`config.mk`:
```
export PLATFORM = sky130hd
export DESIGN_NAME = vga_timing_monitor
export DESIGN_NICKNAME = d
export VERILOG_FILES = /design/src/rtl/vga_timing_monitor.sv
export SDC_FILE = /design/constraint.sdc
export NUM_CORES = 1
export LEC_CHECK = 0
export ABC_CLOCK_PERIOD_IN_PS = 2500
export CORE_MARGIN = 2
export CORE_UTILIZATION = 45
export DETAILED_ROUTE_END_ITERATION = 12
export DONT_BUFFER_PORTS = 1
export GPL_TIMING_DRIVEN = 0
export PLACE_DENSITY = 0.6
export SLEW_MARGIN = 10
export SYNTH_ARGS = -nofsm -noshare
export SYNTH_HDL_FRONTEND = slang
export SYNTH_SLANG_ARGS = --single-unit
```
`constraint.sdc`:
```
create_clock -name Clk -period 2.5 [get_ports Clk]
set_input_delay 0.25 -clock Clk [delete_from_list [all_inputs] [get_ports Clk]]
set_output_delay 0.25 -clock Clk [all_outputs]
set_load 0.01 [all_outputs]
```
`src/rtl/vga_timing_monitor.sv`:
```
// -----------------------------------------------------------------------------
// vga_timing_monitor
//
// Receive-side companion of the VGA timing generator. Watches the hs/vs/blank
// stream (sampled on pix_en), recovers the active-pixel coordinates, measures
// line length and lines per frame, compares them with the nominal totals and
// reports lock and error status.
//
// Ports:
//   Clk          system clock
//   Reset_n      asynchronous active-low reset
//   pix_en       one-Clk strobe per pixel; inputs are sampled only when high
//   hs, vs       horizontal / vertical sync, active low
//   blank        1 = active video, 0 = blanking
//   clr_err      synchronous clear of err_sticky
//   RecX, RecY   recovered column / row of the last active sample
//   rec_valid    RecX/RecY describe the sample just taken (and timing locked)
//   line_len     last measured line length in samples (saturates at 1023)
//   frame_lines  last measured lines per frame (saturates at 1023)
//   frame_count  completed frames, wraps 65535 -> 0
//   locked       nominal timing seen for LOCK_FRAMES consecutive frames
//   h_err        one-Clk pulse: completed line length != H_TOTAL
//   v_err        one-Clk pulse: completed frame line count != V_TOTAL
//   err_sticky   latched h_err/v_err, cleared by clr_err
// -----------------------------------------------------------------------------
module vga_timing_monitor #(
   parameter int H_TOTAL     = 800,
   parameter int V_TOTAL     = 525,
   parameter int LOCK_FRAMES = 2
) (
   input  logic        Clk,
   input  logic        Reset_n,
   input  logic        pix_en,
   input  logic        hs,
   input  logic        vs,
   input  logic        blank,
   input  logic        clr_err,
   output logic [9:0]  RecX,
   output logic [9:0]  RecY,
   output logic        rec_valid,
   output logic [9:0]  line_len,
   output logic [9:0]  frame_lines,
   output logic [15:0] frame_count,
   output logic        locked,
   output logic        h_err,
   output logic        v_err,
   output logic        err_sticky
);

   localparam logic [9:0] H_TOTAL_C = 10'(H_TOTAL);
   localparam logic [9:0] V_TOTAL_C = 10'(V_TOTAL);
   localparam logic [3:0] LOCK_C    = 4'(LOCK_FRAMES);

   // Increment that sticks at the 10-bit ceiling instead of wrapping.
   function automatic logic [9:0] sat_inc10(input logic [9:0] val);
      logic [9:0] res;
      if (val == 10'd1023) begin
         res = val;
      end else begin
         res = val + 10'd1;
      end
      return res;
   endfunction

   // Sync history and counters
   logic        hs_d_r;
   logic        vs_d_r;
   logic [9:0]  h_cnt_r;
   logic [9:0]  v_cnt_r;
   logic [9:0]  x_cnt_r;
   logic        first_line_r;
   logic        first_frame_r;
   logic        frame_bad_r;
   logic        line_active_r;
   logic [3:0]  lock_cnt_r;

   // Output registers
   logic        locked_r;
   logic [9:0]  rec_x_r;
   logic [9:0]  rec_y_r;
   logic        rec_valid_r;
   logic [9:0]  line_len_r;
   logic [9:0]  frame_lines_r;
   logic [15:0] frame_cnt_r;
   logic        h_err_r;
   logic        v_err_r;
   logic        err_sticky_r;

   // Combinational decode of the current sample
   logic        hs_fall_s;
   logic        vs_fall_s;
   logic [9:0]  h_len_s;
   logic [9:0]  v_len_s;
   logic        h_err_s;
   logic        v_err_s;
   logic        frame_good_s;
   logic [3:0]  lock_inc_s;

   // Edge detection, error decisions and lock counter increment for this sample.
   always_comb begin
      hs_fall_s = pix_en & hs_d_r & ~hs;
      vs_fall_s = pix_en & vs_d_r & ~vs;
      h_len_s   = sat_inc10(h_cnt_r);
      // A line edge coincident with the frame edge belongs to the closing frame.
      if (hs_fall_s) begin
         v_len_s = sat_inc10(v_cnt_r);
      end else begin
         v_len_s = v_cnt_r;
      end
      h_err_s      = hs_fall_s & ~first_line_r  & (h_len_s != H_TOTAL_C);
      v_err_s      = vs_fall_s & ~first_frame_r & (v_len_s != V_TOTAL_C);
      // An h_err on the closing sample still spoils the closing frame.
      frame_good_s = ~(frame_bad_r | h_err_s | v_err_s);
      if (lock_cnt_r >= LOCK_C) begin
         lock_inc_s = LOCK_C;
      end else begin
         lock_inc_s = lock_cnt_r + 4'd1;
      end
   end

   // Previous hs/vs samples for falling-edge detection.
   always_ff @(posedge Clk or negedge Reset_n) begin
      if (!Reset_n) begin
         hs_d_r <= 1'b1;
         vs_d_r <= 1'b1;
      end else if (pix_en) begin
         hs_d_r <= hs;
         vs_d_r <= vs;
      end else begin
         hs_d_r <= hs_d_r;
         vs_d_r <= vs_d_r;
      end
   end

   // Horizontal sample counter and line length capture.
   always_ff @(posedge Clk or negedge Reset_n) begin
      if (!Reset_n) begin
         h_cnt_r      <= 10'd0;
         line_len_r   <= 10'd0;
         first_line_r <= 1'b1;
      end else if (hs_fall_s) begin
         h_cnt_r      <= 10'd0;
         line_len_r   <= h_len_s;
         first_line_r <= 1'b0;
      end else if (pix_en) begin
         h_cnt_r      <= sat_inc10(h_cnt_r);
      end else begin
         h_cnt_r      <= h_cnt_r;
      end
   end

   // Line counter, frame length capture and completed-frame counter.
   always_ff @(posedge Clk or negedge Reset_n) begin
      if (!Reset_n) begin
         v_cnt_r       <= 10'd0;
         frame_lines_r <= 10'd0;
         first_frame_r <= 1'b1;
         frame_cnt_r   <= 16'd0;
      end else if (vs_fall_s) begin
         v_cnt_r       <= 10'd0;
         frame_lines_r <= v_len_s;
         first_frame_r <= 1'b0;
         if (!first_frame_r) begin
            frame_cnt_r <= frame_cnt_r + 16'd1;
         end else begin
            frame_cnt_r <= frame_cnt_r;
         end
      end else if (hs_fall_s) begin
         v_cnt_r       <= sat_inc10(v_cnt_r);
      end else begin
         v_cnt_r       <= v_cnt_r;
      end
   end

   // Error pulses: re-evaluated every Clk so they last exactly one cycle.
   always_ff @(posedge Clk or negedge Reset_n) begin
      if (!Reset_n) begin
         h_err_r <= 1'b0;
         v_err_r <= 1'b0;
      end else begin
         h_err_r <= h_err_s;
         v_err_r <= v_err_s;
      end
   end

   // Sticky error flag; a new error beats a simultaneous clear.
   always_ff @(posedge Clk or negedge Reset_n) begin
      if (!Reset_n) begin
         err_sticky_r <= 1'b0;
      end else if (h_err_s | v_err_s) begin
         err_sticky_r <= 1'b1;
      end else if (clr_err) begin
         err_sticky_r <= 1'b0;
      end else begin
         err_sticky_r <= err_sticky_r;
      end
   end

   // Per-frame bad-line memory, cleared when the frame closes.
   always_ff @(posedge Clk or negedge Reset_n) begin
      if (!Reset_n) begin
         frame_bad_r <= 1'b0;
      end else if (vs_fall_s) begin
         frame_bad_r <= 1'b0;
      end else if (h_err_s) begin
         frame_bad_r <= 1'b1;
      end else begin
         frame_bad_r <= frame_bad_r;
      end
   end

   // Lock tracking: count clean frames, drop at once on any line error.
   always_ff @(posedge Clk or negedge Reset_n) begin
      if (!Reset_n) begin
         lock_cnt_r <= 4'd0;
         locked_r   <= 1'b0;
      end else if (vs_fall_s && !first_frame_r) begin
         if (frame_good_s) begin
            lock_cnt_r <= lock_inc_s;
            locked_r   <= (lock_inc_s == LOCK_C);
         end else begin
            lock_cnt_r <= 4'd0;
            locked_r   <= 1'b0;
         end
      end else if (h_err_s) begin
         lock_cnt_r <= lock_cnt_r;
         locked_r   <= 1'b0;
      end else begin
         lock_cnt_r <= lock_cnt_r;
         locked_r   <= locked_r;
      end
   end

   // Column recovery: count active samples since the last line edge.
   always_ff @(posedge Clk or negedge Reset_n) begin
      if (!Reset_n) begin
         x_cnt_r     <= 10'd0;
         rec_x_r     <= 10'd0;
         rec_valid_r <= 1'b0;
      end else if (pix_en) begin
         rec_valid_r <= locked_r & blank;
         if (blank) begin
            rec_x_r <= x_cnt_r;
         end else begin
            rec_x_r <= rec_x_r;
         end
         if (hs_fall_s) begin
            x_cnt_r <= 10'd0;
         end else if (blank) begin
            x_cnt_r <= x_cnt_r + 10'd1;
         end else begin
            x_cnt_r <= x_cnt_r;
         end
      end else begin
         x_cnt_r     <= x_cnt_r;
         rec_x_r     <= rec_x_r;
         rec_valid_r <= rec_valid_r;
      end
   end

   // Row recovery: only lines that carried active video advance the row.
   always_ff @(posedge Clk or negedge Reset_n) begin
      if (!Reset_n) begin
         line_active_r <= 1'b0;
         rec_y_r       <= 10'd0;
      end else if (pix_en) begin
         if (hs_fall_s) begin
            line_active_r <= 1'b0;
         end else if (blank) begin
            line_active_r <= 1'b1;
         end else begin
            line_active_r <= line_active_r;
         end
         if (vs_fall_s) begin
            rec_y_r <= 10'd0;
         end else if (hs_fall_s && line_active_r) begin
            rec_y_r <= rec_y_r + 10'd1;
         end else begin
            rec_y_r <= rec_y_r;
         end
      end else begin
         line_active_r <= line_active_r;
         rec_y_r       <= rec_y_r;
      end
   end

   assign RecX        = rec_x_r;
   assign RecY        = rec_y_r;
   assign rec_valid   = rec_valid_r;
   assign line_len    = line_len_r;
   assign frame_lines = frame_lines_r;
   assign frame_count = frame_cnt_r;
   assign locked      = locked_r;
   assign h_err       = h_err_r;
   assign v_err       = v_err_r;
   assign err_sticky  = err_sticky_r;

endmodule

```
==> reports/metrics.csv <==
stage,metric,value,unit
run_status,outcome,"complete, but fails checks",
run_status,failed_checks,hold timing,
critical_path,cp-end-kind,flip-flop,
power_and_ir_drop,netSwitchingPower,1.10,mW
power_and_ir_drop,internal_power,2.56,mW
timing,layout_setup_ws,0.115,ns
run,maxCapViolCount,0,
timing,whs,-0.424,ns
floorplanning,die_h,107,um
synthesis,yosysUniqueCellTypes,56,
min_path,min_path_type,in2async,
final_layout,finalNetCount,500,
place,post_dp_cell_area,4930,um^2
place,io_buffers,0,
floorplanning,rows,37,
detailed_routing,postRouteAntennaNets,0,
place,hpwl,6870,um
place,post-place-ws,-0.00851,ns
power_and_ir_drop,finalPower,3.66,mW
cts,cts_buffers,9,
final_layout,drive_above_1_share,0.110,
synthesis,synth_seq_area_share,0.532,
critical_path,critPathRequiredTime,2.76,ns
global_route,grt_pass1_wl,17200,um
detailed_routing,drc,0,
floorplanning,core,10300,um^2
timing,slew_violations,0,
synthesis,synth_warnings,0,
global_route,grt_pass1_vias,3446,
timing,maxSlewHeadroom,0.562,
floorplanning,start_util,0.463,
synthesis,synth_common_cells,"dfrtp_1, nand2_1, nor2_1, o21ai_0, nand3_1",
final_layout,final_util,0.505,
global_route,grt.total_usage,0.188,
timing,post-route-period-util,0.954,
global_route,gr-total-overflow,0,
detailed_routing,via_per_inst,5.61,
cts,cts_tree,built,
power_and_ir_drop,power_density,706,nW/um^2
detailed_routing,avgRoutedWirePerCell,16.2,um
cts,htreeDepth,3,
cts,cts_sinks,101,
place,place_congestion,0.850,
detailed_routing,drt_wl_total,10100,um
final_layout,syn2layout_area_growth,8.91,%
timing,setup_violations,0,
detailed_routing,dr.pass1.iters,4,
cts,cts_max_path_buffers,2,
detailed_routing,vias,3518,
critical_path,crit_fanout,7,
cts,clock_latency,0.36,ns
final_layout,final.fill_count,964,
detailed_routing,drtIter0Drc,181,
power_and_ir_drop,seqPwrFrac,0.575,
detailed_routing,wl_met1,4610,um
synthesis,synth_cells,474,
synthesis,synth-edff-count,0,
synthesis,synth_area_leader_cell,dfrtp_1,
synthesis,synth_fp_nets,488,
timing,finClkSkew,0.0105,ns
synthesis,async_flop_share,1.00,
timing,fmax,419,MHz
cts,clockRootBuffer,clkbuf_8,
floorplanning,ios,68,
critical_path,critPathArrivalTime,2.65,ns
critical_path,worst-setup-path-type,reg2reg,
floorplanning,dieArea,11400,um^2
place,dp_cells,610,
timing,worstMarginPinSlew,0.654,ns
global_route,grt_max_degree,102,
synthesis,avgSynthCellArea,10.0,um^2
final_layout,instances_no_fill,627,
power_and_ir_drop,power_frac_comb,0.139,
detailed_routing,wl_met3,547,um
power_and_ir_drop,p_leak,2.27,nW
cts,clk_pin_slew,0.09,ns
synthesis,syn_area,4760,um^2
detailed_routing,wl_met2,4830,um
timing,setup-tns-final,0,ns
synthesis,synth_top_area_frac,0.510,
synthesis,ys.flop_type,dfrtp_1,
critical_path,startpoint_type,flip-flop,
synthesis,ys_ff_latch,101,
power_and_ir_drop,ir_worst_vdd,0.388,mV
floorplanning,dieWidth,107,um
timing,layout_min_cycle_time,2.38,ns
synthesis,synth_area_leaders,"dfrtp_1, nand2_1, o21ai_0",
power_and_ir_drop,switching_share,0.301,
global_route,antenna_found_initial,0,
synthesis,yosysMostFrequentCell,dfrtp_1,
final_layout,final_cell_area,5180,um^2
detailed_routing,top_layer_used,met4,
final_layout,diodes,0,
timing,rsz0062_at_grt,false,
power_and_ir_drop,power_frac_clock,0.285,
timing,finalHoldViolCount,101,
## repair_timing
item | CTS | global route
pin swaps | 0 | 1
endpoints found under the setup margin | 2 | 6
endpoints found under the hold margin | 101 | 101
gates resized for setup | 2 | 10
cloned | 0 | 0
buffers inserted | 0 | 1
## cells in the final DEF, fill, tap and decap left out, types with 5 or more instances in the layout
cell type and instances:
xnor2_1 20, buf_2 6, xor2_1 14, o21ai_0 35, a21oi_1 19, inv_1 6
mux2i_1 7, clkbuf_1 13, or3_1 8, nor3_1 5, nand4_1 11, nand2_1 84
nand3_1 23, nor2_1 36, and3_1 7, dfrtp_1 94, ha_1 5, clkbuf_8 10
and2_1 7
## state kept, by name, indices dropped and copies added, names as in the netlist, 4 cells and up
signal,flops
RecX,10
RecY,10
frame_count,16
frame_lines,10
h_cnt_r,10
line_len,10
lock_cnt_r,4
v_cnt_r,10
x_cnt_r,10
## routing by layer
metal  up-vias  GRT usage
met3        12     0.0426
met2        75      0.294
met5         -          0
met4         0     0.0742
li1       1668          -
met1      1763      0.254
## cell type report
| type | instances | area [um^2] | area share |
|---|---|---|---|
| clock inverter | 4 | 48.8 | 0.00941 |
| inverter | 6 | 22.5 | 0.00434 |
| clock buffer | 12 | 145 | 0.0280 |
| sequential | 101 | 2540 | 0.489 |
| tap | 136 | 170 | 0.0328 |
| timing repair buffer | 1 | 7.51 | 0.00145 |
| multi-input combinational | 347 | 2170 | 0.418 |
| buffer | 20 | 86.3 | 0.0167 |
## power by group through the flow
stage / registers (mW) / clock network, mW / logic, mW
after floorplan: 2.08 / 0 / 0.409
after global placement: 2.13 / 0 / 0.483
after detailed placement: 2.14 / 0 / 0.503
after CTS: 2.11 / 1.08 / 0.506
after global routing: 2.14 / 1.15 / 0.589
final: 2.11 / 1.04 / 0.511
## kinds of logic (layout without fill, tap and decap cells)
| logic type | Yosys count | count (layout) | share of synthesized area |
|---|---|---|---|
| and+or+nand+nor | 214 | 214 | 0.230 |
| DFF | 101 | 101 | 0.532 |
| AOI/OAI and AO/OA | 80 | 80 | 0.107 |
| adders and majority gates | 7 | 7 | 0.0184 |
| muxes | 12 | 12 | 0.0263 |
| xor gates and xnor gates | 34 | 34 | 0.0626 |
| buffers and inverters | 26 | 43 | 0.0229 |
## critical path, cell delays in order, from the launching register on
cell and delay [ns]:
dfrtp_1 0.46, ha_4 0.21, and4_2 0.29, and4_1 0.28
o221ai_1 0.19, nor4b_2 0.38, nor3_4 0.13, o41ai_2 0.35
## worst paths after layout
path / start / endpoint / slack (ns) / cells after the start
worst min-delay path: Reset_n / line_len[2] / -0.42 / 0
max in group asynchronous: Reset_n / first_frame_r / 2.69 / 0
worst max-delay path: h_cnt_r[1] / lock_cnt_r[1] / 0.12 / 7
worst min register to register: x_cnt_r[9] / RecX[9] / 0.50 / 2
min in group Clk: hs / hs_d_r / 0.04 / 1
worst max register to register: h_cnt_r[1] / lock_cnt_r[1] / 0.12 / 7
No activity file was read; power rests on OpenSTA's default activity.
